===== src/rtl/ysyx_22041461_ex_issue_buf_if.sv =====
// Handshake bundle between decode and the EX issue buffer and between the buffer and the ALU.
// The buffer is the slave on both sides. The environment (decode plus EX) is the master.
interface ysyx_22041461_ex_issue_buf_if #(
  parameter int XLEN   = 64,
  parameter int CTRL_W = 5
);
  logic              in_valid;
  logic              in_ready;
  logic [XLEN-1:0]   in_src1;
  logic [XLEN-1:0]   in_src2;
  logic [CTRL_W-1:0] in_ctrl_ALU;
  logic [XLEN-1:0]   in_pc;
  logic [4:0]        in_rd;

  logic              out_valid;
  logic              out_ready;
  logic [XLEN-1:0]   out_src1;
  logic [XLEN-1:0]   out_src2;
  logic [CTRL_W-1:0] out_ctrl_ALU;
  logic [XLEN-1:0]   out_pc;
  logic [4:0]        out_rd;

  modport slave (
    input  in_valid, in_src1, in_src2, in_ctrl_ALU, in_pc, in_rd, out_ready,
    output in_ready, out_valid, out_src1, out_src2, out_ctrl_ALU, out_pc, out_rd
  );

  modport master (
    output in_valid, in_src1, in_src2, in_ctrl_ALU, in_pc, in_rd, out_ready,
    input  in_ready, out_valid, out_src1, out_src2, out_ctrl_ALU, out_pc, out_rd
  );
endinterface


===== src/rtl/ysyx_22041461_ex_issue_buf.sv =====
// Decode-to-execute issue buffer with a main entry and a skid entry, which gives full throughput.
// in_ready comes from registered state only. The buffer supports flush and counts back-pressure cycles.
module ysyx_22041461_ex_issue_buf #(
   parameter int XLEN   = 64,
   parameter int CTRL_W = 5,
   parameter int CNT_W  = 32
) (
   input  logic                           clk,
   input  logic                           rst,
   input  logic                           flush,
   ysyx_22041461_ex_issue_buf_if.slave    bus,
   output logic [CNT_W-1:0]               stall_cnt
);

   // State bit 0 is main_valid and state bit 1 is skid_valid.
   // Because of this encoding, the handshake outputs come straight from flops.
   typedef enum logic [1:0] {
      EMPTY = 2'b00,
      ONE   = 2'b01,
      FULL  = 2'b11
   } state_e;

   typedef struct packed {
      logic [XLEN-1:0]   src1;
      logic [XLEN-1:0]   src2;
      logic [CTRL_W-1:0] ctrl;
      logic [XLEN-1:0]   pc;
      logic [4:0]        rd;
   } entry_t;

   state_e state_q;
   entry_t main_q;
   entry_t skid_q;
   entry_t in_e;
   logic   main_valid;
   logic   skid_valid;
   logic   accept;
   logic   consume;

   always_comb begin
      in_e.src1 = bus.in_src1;
      in_e.src2 = bus.in_src2;
      in_e.ctrl = bus.in_ctrl_ALU;
      in_e.pc   = bus.in_pc;
      in_e.rd   = bus.in_rd;
   end

   assign main_valid = state_q[0];
   assign skid_valid = state_q[1];
   assign accept     = bus.in_valid & ~skid_valid;
   assign consume    = main_valid & bus.out_ready;

   assign bus.in_ready     = ~skid_valid;
   assign bus.out_valid    = main_valid;
   assign bus.out_src1     = main_q.src1;
   assign bus.out_src2     = main_q.src2;
   assign bus.out_ctrl_ALU = main_valid ? main_q.ctrl : '0;
   assign bus.out_pc       = main_q.pc;
   assign bus.out_rd       = main_q.rd;

   // NOTE: state uses non-blocking assignments so that every branch sees the pre-edge values.
   always_ff @(posedge clk or posedge rst) begin
      if (rst) begin
         state_q   <= EMPTY;
         // NOTE: the entry registers are reset on purpose, so that out_* read as zero after reset.
         main_q    <= '0;
         skid_q    <= '0;
         stall_cnt <= '0;
      end else begin
         if (main_valid && !bus.out_ready && (stall_cnt != '1))
            stall_cnt <= stall_cnt + CNT_W'(1);

         // Flush drops the incoming beat and both entries. Stored data are left stale.
         if (flush) begin
            state_q <= EMPTY;
         end else begin
            case (state_q)
               EMPTY: if (accept) begin
                  main_q  <= in_e;
                  state_q <= ONE;
               end
               ONE: begin
                  if (accept && consume) begin
                     main_q <= in_e;
                  end else if (accept) begin
                     skid_q  <= in_e;
                     state_q <= FULL;
                  end else if (consume) begin
                     state_q <= EMPTY;
                  end
               end
               FULL: if (consume) begin
                  main_q  <= skid_q;
                  state_q <= ONE;
               end
               default: state_q <= EMPTY;
            endcase
         end
      end
   end

endmodule


===== src/flat_wrapper.sv =====
// flat-port wrapper written by rule: the top's interface ports become plain ports
module ysyx_22041461_ex_issue_buf_flat 
#(
   parameter int XLEN   = 64,
   parameter int CTRL_W = 5,
   parameter int CNT_W  = 32
)
  (clk, rst, flush, stall_cnt, bus_in_valid, bus_in_src1, bus_in_src2, bus_in_ctrl_ALU, bus_in_pc, bus_in_rd, bus_out_ready, bus_in_ready, bus_out_valid, bus_out_src1, bus_out_src2, bus_out_ctrl_ALU, bus_out_pc, bus_out_rd);
  ysyx_22041461_ex_issue_buf_if #(.XLEN(XLEN), .CTRL_W(CTRL_W)) bus_i ();
  input  logic clk;
  input  logic rst;
  input  logic flush;
  output logic [CNT_W-1:0] stall_cnt;
  input wire logic [$bits(bus_i.in_valid)-1:0] bus_in_valid;
  input wire logic [$bits(bus_i.in_src1)-1:0] bus_in_src1;
  input wire logic [$bits(bus_i.in_src2)-1:0] bus_in_src2;
  input wire logic [$bits(bus_i.in_ctrl_ALU)-1:0] bus_in_ctrl_ALU;
  input wire logic [$bits(bus_i.in_pc)-1:0] bus_in_pc;
  input wire logic [$bits(bus_i.in_rd)-1:0] bus_in_rd;
  input wire logic [$bits(bus_i.out_ready)-1:0] bus_out_ready;
  output wire logic [$bits(bus_i.in_ready)-1:0] bus_in_ready;
  output wire logic [$bits(bus_i.out_valid)-1:0] bus_out_valid;
  output wire logic [$bits(bus_i.out_src1)-1:0] bus_out_src1;
  output wire logic [$bits(bus_i.out_src2)-1:0] bus_out_src2;
  output wire logic [$bits(bus_i.out_ctrl_ALU)-1:0] bus_out_ctrl_ALU;
  output wire logic [$bits(bus_i.out_pc)-1:0] bus_out_pc;
  output wire logic [$bits(bus_i.out_rd)-1:0] bus_out_rd;
  assign bus_i.in_valid = bus_in_valid;
  assign bus_i.in_src1 = bus_in_src1;
  assign bus_i.in_src2 = bus_in_src2;
  assign bus_i.in_ctrl_ALU = bus_in_ctrl_ALU;
  assign bus_i.in_pc = bus_in_pc;
  assign bus_i.in_rd = bus_in_rd;
  assign bus_i.out_ready = bus_out_ready;
  assign bus_in_ready = bus_i.in_ready;
  assign bus_out_valid = bus_i.out_valid;
  assign bus_out_src1 = bus_i.out_src1;
  assign bus_out_src2 = bus_i.out_src2;
  assign bus_out_ctrl_ALU = bus_i.out_ctrl_ALU;
  assign bus_out_pc = bus_i.out_pc;
  assign bus_out_rd = bus_i.out_rd;
  ysyx_22041461_ex_issue_buf #(.XLEN(XLEN), .CTRL_W(CTRL_W), .CNT_W(CNT_W)) u_core (.clk(clk), .rst(rst), .flush(flush), .bus(bus_i), .stall_cnt(stall_cnt));
endmodule

===== config.mk =====
export PLATFORM = sky130hd
export DESIGN_NAME = ysyx_22041461_ex_issue_buf_flat
export DESIGN_NICKNAME = d
export VERILOG_FILES = /design/src/rtl/ysyx_22041461_ex_issue_buf_if.sv /design/src/rtl/ysyx_22041461_ex_issue_buf.sv /design/src/flat_wrapper.sv
export SDC_FILE = /design/constraint.sdc
export NUM_CORES = 1
export LEC_CHECK = 0
export CORE_ASPECT_RATIO = 1.25
export CORE_MARGIN = 10
export CORE_UTILIZATION = 50
export CTS_BUF_LIST = sky130_fd_sc_hd__clkbuf_16
export DETAILED_ROUTE_END_ITERATION = 8
export GPL_TIMING_DRIVEN = 0
export PLACE_DENSITY = 0.79
export SLEW_MARGIN = 30
export SYNTH_ARGS = -nofsm -noshare
export SYNTH_HDL_FRONTEND = slang
export SYNTH_SLANG_ARGS = --single-unit

===== constraint.sdc =====
create_clock -name clk -period 50.4 [get_ports clk]
set_input_delay 12.6 -clock clk [delete_from_list [all_inputs] [get_ports clk]]
set_output_delay 12.6 -clock clk [all_outputs]
set_load 0.1 [all_outputs]

# Yosys cells after proc, flatten, opt, wreduce, memory -nomap -nowiden
# Index checks and enable logic that the tools add are counted.
word_totals:
  ff_bits: 438
  input_bits: 207
  elab_cells: 49
classes:
  add_sub_neg: 1
  n_eq_ne: 10
  muxes: 12
  n_bitwise: 5
  reduce_logical: 9
ops:
  columns: ["cell", "count"]
  rows:
  - ["202-bit 2-to-1 mux", 3]
  - ["202-bit one-hot mux with 3 select lines", 1]
  - ["32-bit by 1-bit adder with 32-bit output (second input constant)", 1]
  - ["32-bit inequality test (second input constant)", 1]
  - ["2-bit 2-to-1 mux", 6]
  - ["4-bit AND reduction", 2]
  - ["2-bit by 1-bit inequality test with 1-bit output (second input constant)", 3]
  - ["3-bit by 2-bit inequality test with 1-bit output (second input constant)", 2]
  - ["2-bit one-hot mux with 3 select lines", 1]
  - ["5-bit 2-to-1 mux", 1]
  - ["5-bit AND reduction", 1]
  - ["4-bit by 2-bit inequality test with 1-bit output (second input constant)", 1]
  - ["1-bit logical AND", 3]
  - ["3-bit inequality test (second input constant)", 1]
  - ["1-bit NOT", 3]
  - ["3-bit nonzero test", 1]
  - ["1-bit bitwise AND", 2]
  - ["2-bit by 1-bit equality test with 1-bit output (second input constant)", 1]
  - ["2-bit equality test (second input constant)", 1]
  - ["2-bit logical NOT", 1]
  - ["1-bit logical NOT", 1]

# Longest topological paths before layout
# Gate-level depths: netlist (run 1).
logic_depth:
  word_depth: 6
  mapped_depth: 9
  mapped_depth_nobuf: 6

# Least setup slack after synthesis (run 1)
# No wires, ideal clock.
synth_path:
  path_type: "register to output"
  start: "reg u_core.state_q[0]"
  end: "out bus_out_ctrl_ALU[0]"
  arrival_time_ns: 1.940
  required_time_ns: 37.800
  slack_ns: 35.860
  stages_incl_launch_ff: 2
  n_path_buf: 0
  cell_sequence: "dfrtp_1 and2_1"
synth_via:
  elab_chain_len: 1
synth_lines:
  columns: ["item", "line_no", "rtl"]
  rows:
  - ["start: declaration", "ysyx_22041461_ex_issue_buf.sv:31", "state_e state_q;"]
  - ["start signal: assignment", "ysyx_22041461_ex_issue_buf.sv:64", "state_q <= EMPTY;"]
  - ["start signal: assignment", "ysyx_22041461_ex_issue_buf.sv:75", "state_q <= EMPTY;"]
  - ["start signal: assignment", "ysyx_22041461_ex_issue_buf.sv:80", "state_q <= ONE;"]
  - ["5-bit 2-to-1 mux", "ysyx_22041461_ex_issue_buf.sv:57", "assign bus.out_ctrl_ALU = main_valid ? main_q.ctrl : '0;"]
  - ["end: declaration", "flat_wrapper.sv:25", "output wire logic [$bits(bus_i.out_ctrl_ALU)-1:0] bus_out_ctrl_ALU;"]
# Every way passes these cells.

# Worst setup path after layout (run 1)
layout_path:
  start: "in bus_in_valid"
  end: "reg u_core.main_q, in the netlist u_core.bus.out_src2[4]"
layout_via:
  elab_chain_len: 4
  word_cells_on_any_way: 5
  classes_between: "eq/ne: 2; bitwise: 1; reduce/logical: 2"
layout_lines:
  columns: ["item", "line_no", "rtl"]
  rows:
  - ["start: declaration", "flat_wrapper.sv:14", "input wire logic [$bits(bus_i.in_valid)-1:0] bus_in_valid;"]
  - ["1-bit bitwise AND *", "ysyx_22041461_ex_issue_buf.sv:50", "assign accept = bus.in_valid & ~skid_valid;"]
  - ["1-bit logical AND", "ysyx_22041461_ex_issue_buf.sv:83", "if (accept && consume) begin"]
  - ["2-bit by 1-bit inequality test with 1-bit output (no line)", null, null]
  - ["5-bit AND reduction (no line) *", null, null]
  - ["end signal: assignment", "ysyx_22041461_ex_issue_buf.sv:79", "main_q <= in_e;"]
  - ["end signal: assignment", "ysyx_22041461_ex_issue_buf.sv:84", "main_q <= in_e;"]
  - ["end signal: assignment", "ysyx_22041461_ex_issue_buf.sv:93", "main_q <= skid_q;"]
  - ["end: declaration", "ysyx_22041461_ex_issue_buf.sv:32", "entry_t main_q;"]
# Mark *: on every way between the ends. The rest lies on a longest branch, timed or not.
# A chain may end at the register's enable or synchronous reset.

==> summary.md, run 1 <==
| Metric | Value |
|---|---|
| Post-synthesis sequential area ratio | 0.552 |
| Final hold viol count | 0 |
| Clock Latency Late Sink | 0.55 ns |
| Critical path peak fanout | 10 |
| Period utilization | 0.298 |
| Clock sinks | 438 |
| Port bufs | 442 |
| Most frequent CP cell | clkbuf_1 |
| Initial antenna violation count | 21 |
| Initial Utilization | 0.506 |
| H-tree depth | 2 |
| Syn avg cell area | 11.8 um^2 |
| Net count after synthesis | 1,894 |
| Chip height | 243 um |
| Setup violations, final | 0 |
| Grt ovf | 0 |
| Hold Buf Count CTS | 0 |
| Largest cells by area after synthesis | dfrtp_1 (55%), mux2_2 (11%), mux2i_1 (10%) |
| Max clock buf depth | 3 |
| Setup Fix Bufs, Post-CTS | 0 |
| Post-CTS sizing | 0 |
| Post-route insts no fill | 2,729 |
| Ports | 443 |
| Yosys top cell by area | dfrtp_1 |
| Mapped cell area | 19,900 um^2 |
| Synth Instances | 1,681 |
| RSZ-0062 raised after global routing | false |
| EDFF count, synth | 0 |
| Fmax | 0.0666 GHz |
| Clk_skew | 0.0167 ns |
| Area Growth Syn to Fin | 32.4% |
| Crit path largest cell delay | 0.61 ns |
| Width of the die | 198 um |
| Share of layout cells above drive strength 1 | 0.239 |
| Worst slew pin tran | 1.04 ns |
| RePlAce Congestion | 0.852 |
| CTS tree | done |
| Rows | 81 |
| Ys Warns | 0 |
| CP endpoint kind | register |
| First-pass DRT Iterations | 5 |
| ANT nets after route | 0 |
| Slew HR | 0.306 |
| Top cells by count, synth | dfrtp_1 (438), nand2_1 (221), o21ai_0 (204), mux2_2 (202), mux2i_1 (202) |
| Residual DRC count | 0 |
| Post-DP HPWL | 42,500 um |
| CP max-delay cell | clkbuf_1 |
| Util after Layout | 0.670 |
| Commonest register cell after synthesis | dfrtp_1 |
| Most frequent cell after synthesis | dfrtp_1 |
| Vias post-DR | 14,300 |
| Tmin final | 15.01 ns |
| CP Launch Type | input pin |
| # fillers | 2,908 |
| Core area | 39,200 um^2 |
| Final WL | 56,400 um |
| Arr. time, crit path | 15.46 ns |
| Crit Path Class | in -> reg |
| Placed insts | 2,626 |
| Final net count | 2,388 |
| Setup tns final | 0 ns |
| DIE AREA | 48,100 um^2 |
| Post-synth top area share | 0.552 |
| Largest net degree at the start of global routing | 96 |
| Max-slew violations | 0 |
| CTS buffer count | 45 |
| Worst path cell trace | clkdlybuf4s50_1, nand2b_1, a211oi_1, nand3_1, buf_2, clkbuf_1, clkbuf_1, nand2_1, o21ai_0 |
| Number of synthesized register bits | 438 |
| Clock-pin slew on the worst setup and hold paths | 0.06 ns |
| Outcome | finished clean |
| Critical path required time | 50.85 ns |
| Total track usage | 0.231 |
| Iteration-0 DRC Markers | 553 |
| Post-DR vias/cell | 5.24 |
| Max-cap violations | 0 |
| Netlist cell types | 36 |
| Wire per inst | 20.6 um |
| Asr flop ratio synth | 1.00 |
| First-pass GRT wire length | 87,500 um |
| Root Buffer Master | clkbuf_16 |
| Type of the most critical hold path | reg -> reg |
| Vias in the first global route | 15,500 |
-- metrics by stage --
step	setup slack [ns]	hold WS, ns	instance area (um^2)
after floorplan	25.60	0.442	19900
after detailed placement	34.74	0.471	24900
after global routing	35.13	0.499	26300
after global placement	20.66	0.454	24900
after CTS	35.31	0.485	26300
final	35.39	0.477	26300
-- logic make-up (layout without fill, tap and decap cells) --
family          Yosys count  after routing  share of synthesized area
flops                   438            438                      0.552
mux                     405            405                      0.217
buf+inv                 294            825                     0.0941
simple gates            293            293                     0.0631
compound gates          213            213                     0.0560
xor+xnor                 32             32                     0.0141
fa+ha+maj                 6              6                    0.00378
other cells               0             19                          0
-- worst max-delay path: cells and delay by family --
family          cells  cell delay [ns]
simple gates        3             0.66
compound gates      2             0.19
buf+inv             4             2.00
-- final timing paths --
check	endpoint	slack, ns	startpoint	cells after the start
worst max-delay path	u_core.bus.out_src2[4]	35.39	bus_in_valid	9
min in group asynchronous	u_core.bus.out_pc[41]	12.49	rst	2
worst min register to register	u_core.main_q[69]	0.48	u_core.main_q[69]	2
worst min-delay path	u_core.main_q[69]	0.48	u_core.main_q[69]	2
worst max register to register	u_core.bus.out_src2[4]	47.04	u_core.state_q[0]	9
max in group asynchronous	u_core.skid_q[176]	36.45	rst	5
-- registers in the layout, indices dropped and copies added, names as in the netlist --
register / flops
u_core.bus.out_pc: 64
u_core.bus.out_rd: 5
u_core.bus.out_src1: 64
u_core.bus.out_src2: 64
u_core.main_q: 5
u_core.skid_q: 202
u_core.stall_cnt: 32
u_core.state_q: 2
-- placed cells by master (no fill, tap or decap), types with 3 or more instances in the layout --
cell type and instances:
buf_1 4, xnor2_1 13, a21oi_1 3, diode_2 19, clkinvlp_4 3, buf_16 5
clkinv_2 5, buf_4 197, nand3_1 16, clkdlybuf4s50_1 406, nor2_1 5, mux2i_1 202
clkinv_1 11, nand2_1 221, clkbuf_1 67, xor2_1 19, o21ai_0 204, ha_1 6
or3_1 3, dfrtp_1 438, mux2_2 202, buf_2 55, nor3_1 11, inv_1 18
clkbuf_16 47, nand4_1 11, nor4_1 11, and2_1 5
-- cell type report --
type                       count  area, um^2  area share
sequential                   438       11000       0.417
antenna                       19        47.5     0.00181
multi-input combinational    949        7030       0.267
timing repair buffer         447        4380       0.167
inverter                       5        26.3    0.000999
buffer                       289        1850      0.0704
clock buffer                  47        1180      0.0447
clock inverter                37         198     0.00752
tap                          498         623      0.0237
-- metal layers --
metal	wire, um	global-route usage	vias to the layer above
met5	34	0	-
met1	20800	0.246	7145
met2	28500	0.399	406
met3	4670	0.0785	119
li1	-	-	6612
met4	2390	0.109	6
Power of run 1 is left out: the tool's default activity adds up to more than one toggle a clock period on the data nets, which glitch-free logic cannot reach.
==> run 2: changes to the inputs <==
CORE_UTILIZATION = 46   (was 50)
PLACE_DENSITY = 0.77   (was 0.79)
clock period = 13.1 ns   (was 50.4 ns; I/O delays follow)
==> run 2 against run 1 <==
Clock-buffer cell count decreased by 3; register-to-register slack got worse by 38 ns; via count decreased by 1.2%; die area increased by 7.9%; design area increased by 1.2%; cell count increased by 2.3%; first-iteration DRC count increased by 6.3%; non-clock buffer count increased by 13; worst setup slack got worse by 28 ns; utilization decreased by 5.0 points; largest cell class unchanged; highest routed layer unchanged.
==> summary.md, run 2 (synthesis results as in run 1) <==
| Metric | Value |
|---|---|
| Iteration-0 DRC Markers | 588 (was 553) |
| ANT nets after route | 0 (unchanged) |
| Vias in the first global route | 15,300 (was 15,500) |
| Type of the most critical hold path | reg -> reg (unchanged) |
| Fmax | 0.169 GHz |
| Rows | 85 (was 81) |
| Clock sinks | 438 (unchanged) |
| Post-DR vias/cell | 5.06 (was 5.24) |
| Post-CTS sizing | 0 (unchanged) |
| CTS tree | done (unchanged) |
| Critical path peak fanout | 10 (unchanged) |
| Most common cell after layout, fill and taps aside | dfrtp_1 (unchanged) |
| Chip height | 252 um (was 243 um) |
| Period utilization | 0.452 |
| Max reg flops | 202 (unchanged) |
| # fillers | 3,351 (was 2,908) |
| RSZ-0062 raised after global routing | false (unchanged) |
| Width of the die | 206 um (was 198 um) |
| Reg area | 11,000 um^2 (unchanged) |
| Setup Fix Bufs, Post-CTS | 0 (unchanged) |
| Hold Buf Count CTS | 0 (unchanged) |
| Outcome | finished clean (unchanged) |
| Final WL | 56,300 um (was 56,400 um) |
| Clock-pin slew on the worst setup and hold paths | 0.06 ns (about the same) |
| Setup tns final | 0 ns (unchanged) |
| Arr. time, crit path | 6.38 ns (was 15.46 ns) |
| Vias post-DR | 14,100 (was 14,300) |
| Residual DRC count | 0 (unchanged) |
| H-tree depth | 2 (unchanged) |
| Tmin final | 5.92 ns |
| Worst slew pin tran | 1.03 ns (was 1.04 ns) |
| Wire per inst | 20.2 um (was 20.6 um) |
| Initial Utilization | 0.463 (was 0.506) |
| Max-slew violations | 0 (unchanged) |
| Final hold viol count | 0 (unchanged) |
| Crit Path Class | in -> reg (unchanged) |
| DIE AREA | 51,900 um^2 (was 48,100 um^2) |
| Grt ovf | 0 (unchanged) |
| Slew HR | 0.309 (was 0.306) |
| First-pass DRT Iterations | 7 (was 5) |
| CP Launch Type | input pin (unchanged) |
| Most frequent cells in the layout | dfrtp_1 (438), clkdlybuf4s50_1 (416), nand2_1 (221) (was dfrtp_1 (438), clkdlybuf4s50_1 (406), nand2_1 (221)) |
| RePlAce Congestion | 0.890 (was 0.852) |
| Total track usage | 0.212 (was 0.231) |
| Area Growth Syn to Fin | 34.0% (was 32.4%) |
| Critical path required time | 13.56 ns (was 50.85 ns) |
| Hold path depth | 2 (unchanged) |
| CP endpoint kind | register (unchanged) |
| Max-cap violations | 0 (unchanged) |
| Reg2reg path depth | 9 (unchanged) |
| Port bufs | 442 (unchanged) |
| Final net count | 2,400 (was 2,388) |
| Setup violations, final | 0 (unchanged) |
| Root Buffer Master | clkbuf_16 (unchanged) |
| Ports | 443 (unchanged) |
| Area of the multi-input gates | 7030 um^2 (unchanged) |
| Largest net degree at the start of global routing | 30 (was 96) |
| Initial antenna violation count | 10 (was 21) |
| Max clock buf depth | 3 (unchanged) |
| CTS buffer count | 44 (was 45) |
| Most flop-heavy register | u_core.skid_q (unchanged) |
| Core area | 42,900 um^2 (was 39,200 um^2) |
| Clk_skew | 0.0167 ns (about the same) |
| Post-DP HPWL | 43,100 um (was 42,500 um) |
| Share of layout cells above drive strength 1 | 0.241 (was 0.239) |
| First-pass GRT wire length | 86,400 um (was 87,500 um) |
| Clock Latency Late Sink | 0.56 ns (was 0.55 ns) |
[run 2: cell count changes in the layout (fill, tap and decap cells not counted), moves of 2 or more]
cell and delta:
clkdlybuf4s50_1 +10, buf_2 -8, clkbuf_16 -3, inv_1 -7, buf_12 +11, diode_2 -13
clkinv_2 +4, buf_16 +2
[run 2: layout make-up]
cell class / count / area share
Clock buffer: 44 / 0.0414
Antenna cell: 6 / 0.000564
Tap cell: 565 / 0.0266
Buffer: 289 / 0.0696
Timing Repair Buffer: 460 / 0.177
Clock inverter: 35 / 0.00813
Sequential cell: 438 / 0.412
Inverter: 5 / 0.000846
Multi-Input combinational cell: 949 / 0.264
[run 2: through the flow]
stage | hold WS (ns) | cell area (um^2) | setup slack [ns] | cells | utilization
5_1_grt | 0.495 | 26600 | 6.94 | 2789 | 0.621
6_report | 0.474 | 26600 | 7.18 | 2791 | 0.621
4_1_cts | 0.477 | 26600 | 7.15 | 2785 | 0.621
3_3_place_gp | 0.455 | 25000 | 1.15 | 2688 | 0.583
2_1_floorplan | 0.442 | 19900 | 3.91 | 1681 | -
3_5_place_dp | 0.464 | 25300 | 6.58 | 2706 | 0.590
[run 2: path summary, 6_finish.rpt]
path                                   startpoint                 endpoint  slack, ns
worst min-delay path            u_core.main_q[71]        u_core.main_q[71]       0.47
max in group asynchronous                     rst        u_core.skid_q[25]       8.34
worst min register to register  u_core.main_q[71]        u_core.main_q[71]       0.47
min in group asynchronous                     rst  u_core.bus.out_src1[44]       3.08
worst max-delay path                bus_out_ready  u_core.bus.out_src2[21]       7.18
worst max register to register  u_core.state_q[0]  u_core.bus.out_src2[21]       9.38
[run 2: worst max-delay path, cell delays in order]
cell,delay (ns)
clkdlybuf4s50_1,0.48
nand2_1,0.20
o21ai_0,0.11
nand3_1,0.43
buf_2,0.47
clkbuf_1,0.68
clkbuf_1,0.49
nand2_1,0.13
o21ai_0,0.10
[run 2: routing by layer]
layer	share of wire	vias up	global-route usage
met2	0.52	395	0.379
met3	0.077	90	0.0653
met5	0.0010	-	0
li1	-	6592	-
met4	0.022	10	0.0601
met1	0.38	7036	0.236
Power of run 2 is left out for the same reason.
